File: src/rtl/spike_train_decoder.sv
`default_nettype none
// ============================================================================
// spike_train_decoder : hysteretic spike detector with ISI, burst and rate stats
// Revision: 1.0
// ============================================================================
module spike_train_decoder #(
  parameter int ISI_W = 16,
  parameter int WIN_W = 16,
  parameter int CNT_W = 8
) (
  input  logic             clk,
  input  logic             rst_n,
  input  logic [7:0]       sample_in,
  input  logic             sample_valid,
  input  logic [7:0]       thr_hi,
  input  logic [7:0]       thr_lo,
  input  logic [ISI_W-1:0] burst_gap,
  input  logic [WIN_W-1:0] win_len,
  output logic             spike_pulse,
  output logic [ISI_W-1:0] isi_out,
  output logic             isi_valid,
  input  logic             isi_ready,
  output logic             isi_overrun,
  output logic             burst_active,
  output logic [CNT_W-1:0] rate_out,
  output logic             rate_valid
);

  localparam logic [ISI_W-1:0] ISI_MAX = '1;
  localparam logic [CNT_W-1:0] CNT_MAX = '1;

  typedef enum logic [0:0] {
    ARMED   = 1'b0,
    REFRACT = 1'b1
  } state_t;

  state_t           state_q, state_d;
  logic             have_ref_q, have_ref_d;
  logic [ISI_W-1:0] isi_cnt_q, isi_cnt_d;
  logic [ISI_W-1:0] isi_out_q, isi_out_d;
  logic             isi_valid_q, isi_valid_d;
  logic             isi_overrun_q, isi_overrun_d;
  logic             burst_active_q, burst_active_d;
  logic             spike_pulse_q, spike_pulse_d;
  logic [WIN_W-1:0] win_cnt_q, win_cnt_d;
  logic [CNT_W-1:0] spk_cnt_q, spk_cnt_d;
  logic [CNT_W-1:0] rate_out_q, rate_out_d;
  logic             rate_valid_q, rate_valid_d;

  logic             w_spike;
  logic [ISI_W-1:0] w_isi_inc;
  logic [WIN_W:0]   w_win_next;
  logic [CNT_W-1:0] w_spk_next;

  always_comb begin
    state_d        = state_q;
    have_ref_d     = have_ref_q;
    isi_cnt_d      = isi_cnt_q;
    isi_out_d      = isi_out_q;
    isi_valid_d    = isi_valid_q;
    isi_overrun_d  = isi_overrun_q;
    burst_active_d = burst_active_q;
    spike_pulse_d  = 1'b0;
    win_cnt_d      = win_cnt_q;
    spk_cnt_d      = spk_cnt_q;
    rate_out_d     = rate_out_q;
    rate_valid_d   = 1'b0;
    w_spike        = 1'b0;
    w_isi_inc      = (isi_cnt_q != ISI_MAX) ? isi_cnt_q + 1'b1 : isi_cnt_q;
    w_win_next     = {1'b0, win_cnt_q} + 1'b1;
    w_spk_next     = spk_cnt_q;

    // The handshake is the only activity allowed on cycles without a sample
    if (isi_valid_q && isi_ready) begin
      isi_valid_d = 1'b0;
    end

    if (sample_valid) begin
      case (state_q)
        ARMED: begin
          if ($signed(sample_in) > $signed(thr_hi)) begin
            w_spike = 1'b1;
            state_d = REFRACT;
          end
        end
        REFRACT: begin
          if ($signed(sample_in) < $signed(thr_lo)) begin
            state_d = ARMED;
          end
        end
        default: state_d = ARMED;
      endcase

      spike_pulse_d = w_spike;

      if (w_spike) begin
        // The spike sample opens the next interval, so the counter restarts at 1
        isi_cnt_d  = ISI_W'(1);
        have_ref_d = 1'b1;
        if (have_ref_q) begin
          if (isi_valid_q && !isi_ready) begin
            isi_overrun_d = 1'b1;
          end else begin
            isi_out_d   = isi_cnt_q;
            isi_valid_d = 1'b1;
          end
          burst_active_d = (isi_cnt_q <= burst_gap);
        end
      end else begin
        isi_cnt_d = w_isi_inc;
        if (w_isi_inc > burst_gap) begin
          burst_active_d = 1'b0;
        end
      end

      if (win_len == '0) begin
        win_cnt_d = '0;
        spk_cnt_d = '0;
      end else begin
        if (w_spike && (spk_cnt_q != CNT_MAX)) begin
          w_spk_next = spk_cnt_q + 1'b1;
        end
        // >= rather than == so a shortened window closes on the next sample
        if (w_win_next >= {1'b0, win_len}) begin
          rate_out_d   = w_spk_next;
          rate_valid_d = 1'b1;
          win_cnt_d    = '0;
          spk_cnt_d    = '0;
        end else begin
          win_cnt_d = w_win_next[WIN_W-1:0];
          spk_cnt_d = w_spk_next;
        end
      end
    end
  end

  always_ff @(posedge clk or negedge rst_n) begin
    if (!rst_n) begin
      state_q        <= ARMED;
      have_ref_q     <= 1'b0;
      isi_cnt_q      <= '0;
      isi_out_q      <= '0;
      isi_valid_q    <= 1'b0;
      isi_overrun_q  <= 1'b0;
      burst_active_q <= 1'b0;
      spike_pulse_q  <= 1'b0;
      win_cnt_q      <= '0;
      spk_cnt_q      <= '0;
      rate_out_q     <= '0;
      rate_valid_q   <= 1'b0;
    end else begin
      state_q        <= state_d;
      have_ref_q     <= have_ref_d;
      isi_cnt_q      <= isi_cnt_d;
      isi_out_q      <= isi_out_d;
      isi_valid_q    <= isi_valid_d;
      isi_overrun_q  <= isi_overrun_d;
      burst_active_q <= burst_active_d;
      spike_pulse_q  <= spike_pulse_d;
      win_cnt_q      <= win_cnt_d;
      spk_cnt_q      <= spk_cnt_d;
      rate_out_q     <= rate_out_d;
      rate_valid_q   <= rate_valid_d;
    end
  end

  assign spike_pulse  = spike_pulse_q;
  assign isi_out      = isi_out_q;
  assign isi_valid    = isi_valid_q;
  assign isi_overrun  = isi_overrun_q;
  assign burst_active = burst_active_q;
  assign rate_out     = rate_out_q;
  assign rate_valid   = rate_valid_q;

endmodule
`default_nettype wire
File: config.mk
export PLATFORM = sky130hd
export DESIGN_NAME = spike_train_decoder
export DESIGN_NICKNAME = d
export VERILOG_FILES = /design/src/rtl/spike_train_decoder.sv
export SDC_FILE = /design/constraint.sdc
export NUM_CORES = 1
export LEC_CHECK = 0
export BUFFER_PORTS_ARGS = -buffer_cell sky130_fd_sc_hd__buf_2
export CAP_MARGIN = 15
export CORE_AREA = 4 4 120 87
export CTS_BUF_LIST = sky130_fd_sc_hd__clkbuf_16
export CTS_CLUSTER_DIAMETER = 50
export DETAILED_ROUTE_END_ITERATION = 12
export DIE_AREA = 0 0 124 91
export GPL_ROUTABILITY_DRIVEN = 1
export PLACE_DENSITY_LB_ADDON = 0.05
export SYNTH_ARGS = -nofsm -noshare
export SYNTH_HDL_FRONTEND = slang
export SYNTH_SLANG_ARGS = --single-unit
File: constraint.sdc
create_clock -name clk -period 3.75 [get_ports clk]
set_input_delay 0.5625 -clock clk [delete_from_list [all_inputs] [get_ports clk]]
set_output_delay 0.5625 -clock clk [all_outputs]
set_load 0.01 [all_outputs]
Yosys cells after proc, flatten, opt, wreduce, memory -nomap -nowiden. Cells that the tools add are included.

Bits in registers: 71. Bits in latches: 0. Memory bits (writable): 0. Memory bits (read-only): 0. Logic and storage cells: 61. Memories: 0.

$add $sub $neg: 3. Multiply operators: 0. Divide/modulo/power cells: 0. $lt $le $gt $ge: 5. Eq/ne operators: 3. Shift operators: 0. Multiplexer cells: 24. Bitwise operators: 3. Reduce and logical (&&, ||, !) cells: 11.

Operators by type and width (count): 2-to-1 mux 16 bit (4); 2-to-1 mux 8 bit (3); adder 16 x 1 -> 17 bit (second input constant) (1); greater-or-equal comparator 17 x 16 -> 1 bit (1); adder 16 x 1 -> 16 bit (second input constant) (1); greater-than comparator 16 bit (1); <= comparator 16 bit (1); logical NOT 16 bit (1); 2-to-1 mux 1 bit (16); != test 16 bit (second input constant) (1); adder 8 x 1 -> 8 bit (second input constant) (1); greater-than comparator 8 bit (1); less-than comparator 8 bit (1); != test 8 bit (second input constant) (1); AND reduction 4 bit (2); AND reduction 3 bit (2); logical AND 1 bit (3); NOT 1 bit (3); != test 2 bit (second input constant) (1); case mux 1 bit (2 select lines) (1); AND reduction 2 bit (1); nonzero test 2 bit (1); logical NOT 1 bit (1).

Depth between registers and ports, before layout.
Depth in word-level cells: 8. Mapped depth: 16.

Least setup slack after synthesis. No wires, ideal clock.

Path kind: register to register. Start: reg win_cnt_q[0]. End: reg rate_out_q[0] (netlist: rate_out[0]). Setup time: 0.125 ns. Arrival: 3.018 ns. Required time: 3.625 ns. Path slack: 0.608 ns. Stages on the path, launching flop included: 14. Cells stage by stage: dfrtp_1 > ha_1 > nand2_1 > nor3_4 > and3_1 > xnor2_1 > ha_1 > nand4_2 > nor4_1 > nor2_1 > a31oi_1 > nor2_1 > a211oi_4 > mux2_2.

Word-level cells in the longest chain between the ends: 3.

RTL lines: start: declaration (RTL line 45) `logic [WIN_W-1:0] win_cnt_q, win_cnt_d;`; start signal: assignment (RTL line 160) `win_cnt_q <= win_cnt_d;`; adder 16 x 1 -> 17 bit (RTL line 70) `w_win_next = {1'b0, win_cnt_q} + 1'b1;`; greater-or-equal comparator 17 x 16 -> 1 bit (RTL line 124) `if (w_win_next >= {1'b0, win_len}) begin`; AND reduction 3 bit (no source line); end signal: assignment (RTL line 162) `rate_out_q <= rate_out_d;`; end: declaration (RTL line 47) `logic [CNT_W-1:0] rate_out_q, rate_out_d;`.

Every way passes these cells. A chain may end at the register's enable or synchronous reset.

Worst setup path in the final report.
Start: reg win_cnt_q[0]. End: reg rate_out_q[2] (netlist: rate_out[2]).

Same word-level chain as after synthesis.

==> impl_metrics.csv <==
group,metric,value,unit
sta,finalHoldViolCount,0,
floorplan,start_util,0.5811,
final_layout,fillers,745,
synthesis,postSynthCellCount,576,
final_layout,drive_above_1_share,0.2158,
clock_network,worst_skew_pair.late_latency,0.33,ns
final_layout,finish.net_count,793,
clock_network,htreeDepth,3,
setup_path,cp_top_family,"simple AND/OR/NAND/NOR gates",
drt,drt-vias-per-instance,5.800,
placement,dp_hpwl,10.08,mm
placement,port_buffers,88,
setup_path,reg2regPathDepth,14,
sta,drv_slew,0,
setup_path,slowest_stage,"dfrtp_1",
outcome,outcome,"completed",
synthesis,syn_area,5293,µm²
setup_path,crit_path_end,"rate_out[2]$_DFFE_PN0P_",
setup_path,start_kind,"register",
drt,dr.pass1.iters,5,
pwr,ir_worst_vdd,282.2,µV
floorplan,pin_count,89,
final_layout,final_common_cell,"buf_2",
clock_network,cts_tree,"done",
synthesis,synth-edff-count,0,
setup_path,path_max_fanout,9,
final_layout,fin_util,0.6798,
global_routing,grt_pass1_vias,4336,
sta,worst_slew_pin_slew,0.8716,ns
sta,min_period_over_period,0.9289,
setup_path,required,3.97,ns
setup_path,cp.depth,14,
setup_path,r2r-end,"rate_out[2]$_DFFE_PN0P_",
setup_path,cp-startpoint,"win_cnt_q[0]$_DFFE_PN0P_",
drt,routedWlPerCell,16.33,µm
sta,rsz0062_at_grt,"false",
clock_network,holdBufCountCts,0,
min_path,hold_path.class,"in2async",
setup_path,critPathKind,"reg2reg",
clock_network,cts_buffer_depth,2,
sta,slew_headroom,0.4190,
global_routing,grt.overflow.total,0,
floorplan,die-area,11280,µm²
floorplan,die_h,91,µm
setup_path,path_cells,"ha_1 -> nand2_1 -> nor3_4 -> and3_1 -> xnor2_1 -> ha_1 -> nand4_2 -> nor4_1 -> nor2_1 -> a31oi_1 -> nor2_1 -> a211oi_4 -> buf_12 -> mux2_2",
drt,initialDrtViolationCount,445,
sta,whs,0.3387,ns
global_routing,grt.total_usage,0.2365,
synthesis,synth_nets,702,
synthesis,async_reset_ff_frac,1.000,
setup_path,rrSetupSlack,0.27,ns
setup_path,end_kind,"register",
placement,finalWeightedCongestion,0.9183,
final_layout,stdcell_count,796,
synthesis,synth.distinct_cells,58,
synthesis,synth_warnings,0,
global_routing,antenna_found_initial,0,
clock_network,cts_root_buf,"clkbuf_16",
synthesis,synth_seq_cells,71,
sta,skew,0.007016,ns
sta,finalSetupTns,0,ns
placement,dp_cells,779,
global_routing,grt_max_degree,39,
final_layout,mostFrequentLayoutCells,"buf_2 (88), inv_1 (75), dfrtp_1 (71), ha_1 (66)",
drt,vias,4617,
clock_network,cts_sinks,71,
setup_path,path_buf_inv,1,
synthesis,ys_seq_area_frac,0.3357,
sta,max_freq,287.1,MHz
synthesis,synth_area_per_cell,9.189,µm²
floorplan,rows,29,
floorplan,core,9107,µm²
final_layout,syn_to_final_growth,16.97,%
pwr,cellPowerDensity,460.5,nW/µm²
setup_path,rr_startpoint,"win_cnt_q[0]$_DFFE_PN0P_",
final_layout,antenna_cells,0,
drt,wl,13.00,mm
setup_path,cp_slowest_stage_delay,0.43,ns
drt,postRouteAntennaNets,0,
pwr,p_leak,3.199,nW
setup_path,cp_data_arrival_time,3.70,ns
sta,layout_min_cycle_time,3.483,ns
clock_network,clk_pin_slew,0.06,ns
global_routing,grt_pass1_wl,21.30,mm
synthesis,ys.flop_type,"dfrtp_1",
flow_run,maxCapViolations,0,
clock_network,cts_buffers,9,
drt,drc,0,
floorplan,die_w,124,µm
sta,finalSetupViolCount,0,
-- flip-flops by register name, indices dropped and copies added (netlist names) --
name          flops
have_ref_q        1
isi_out          16
burst_active      1
isi_overrun       1
spike_pulse       1
rate_valid        1
isi_valid         1
state_q           1
spk_cnt_q         8
win_cnt_q        16
isi_cnt_q        16
rate_out          8
-- how the worst min path moves through the flow --
stage / start / end / slack [ns] / depth (start not counted)
after floorplan: rst_n / burst_active$_DFFE_PN0P_ / 0.27 / 0
after global placement: isi_overrun$_DFFE_PN0P_ / isi_overrun$_DFFE_PN0P_ / 0.46 / 1
after detailed placement: isi_overrun$_DFFE_PN0P_ / isi_overrun$_DFFE_PN0P_ / 0.47 / 1
after CTS: rst_n / isi_out[13]$_DFFE_PN0P_ / 0.37 / 1
after global routing: rst_n / isi_out[13]$_DFFE_PN0P_ / 0.41 / 1
final: rst_n / isi_out[13]$_DFFE_PN0P_ / 0.34 / 1
-- stage by stage --
step           total power (W)  cell area, µm²  setup WS, ns
4_1_cts               0.002866            6163        0.1799
3_5_place_dp          0.002017            5874        0.1999
5_1_grt               0.003052            6191      0.006707
2_1_floorplan         0.001687            5293        0.6075
3_3_place_gp          0.001976            5874        0.3299
6_report              0.002851            6191        0.2667
-- logic make-up after synthesis --
kind of cell | Yosys count | share of synthesized area
XOR/XNOR | 27 | 0.04468
AND/OR/NAND/NOR | 170 | 0.1804
adder cells (fa/ha/maj) | 66 | 0.1560
flip-flops | 71 | 0.3357
buffers and inverters | 92 | 0.06714
multiplexers | 28 | 0.05792
AO/OA/AOI/OAI | 122 | 0.1582
-- worst reg2reg max path: stages, from the launching register on --
cell	delay, ns
dfrtp_1	0.43
ha_1	0.24
nand2_1	0.13
nor3_4	0.31
and3_1	0.23
xnor2_1	0.09
ha_1	0.31
nand4_2	0.14
nor4_1	0.35
nor2_1	0.10
a31oi_1	0.18
nor2_1	0.11
a211oi_4	0.27
buf_12	0.17
mux2_2	0.34
-- layer usage --
metal / wire length, µm / global-route usage / part of all wire
met2: 5380 / 0.3396 / 0.41
met5: 0 / 0 / 0
met1: 6393 / 0.3636 / 0.49
met4: 68 / 0.04558 / 0.0052
met3: 1154 / 0.05714 / 0.089
-- layout make-up --
class	instances	area (µm²)	share of cell area
clock buffers	9	225.2	0.03638
clock inverters	7	63.81	0.01031
inverters	75	281.5	0.04547
multi-input cells	413	3168	0.5117
flip-flops and latches	71	1777	0.2870
well taps	124	155.1	0.02506
repair buffers	97	520.5	0.08407
-- report_power, final --
group	total, W	switching [W]	internal, W
clock	0.000842	0.000333	0.000509
combinational	0.000933	0.000517	0.000416
sequential	0.00108	0.000155	0.000922
-- what timing repair did --
item	CTS	global route
endpoints found under the setup margin	0	6
buffers inserted	0	1
resized for setup	0	1
-- cell usage after synthesis, types with 10 or more instances --
cell      count  area, µm²
a21oi_1      30      150.1
and3_1       11      68.82
clkbuf_1     10      37.54
dfrtp_1      71       1777
ha_1         66      825.8
inv_1        75      281.5
mux2_2       21      236.5
nand2_1      37      138.9
nand2b_1     13      81.33
nand3_1      21      105.1
nand4_1      30      187.7
nor2_1       17      63.81
nor2b_1      12      75.07
o21ai_0      37      185.2
xnor2_1      23      201.4
Note: power is estimated with default switching activity, not from simulation.
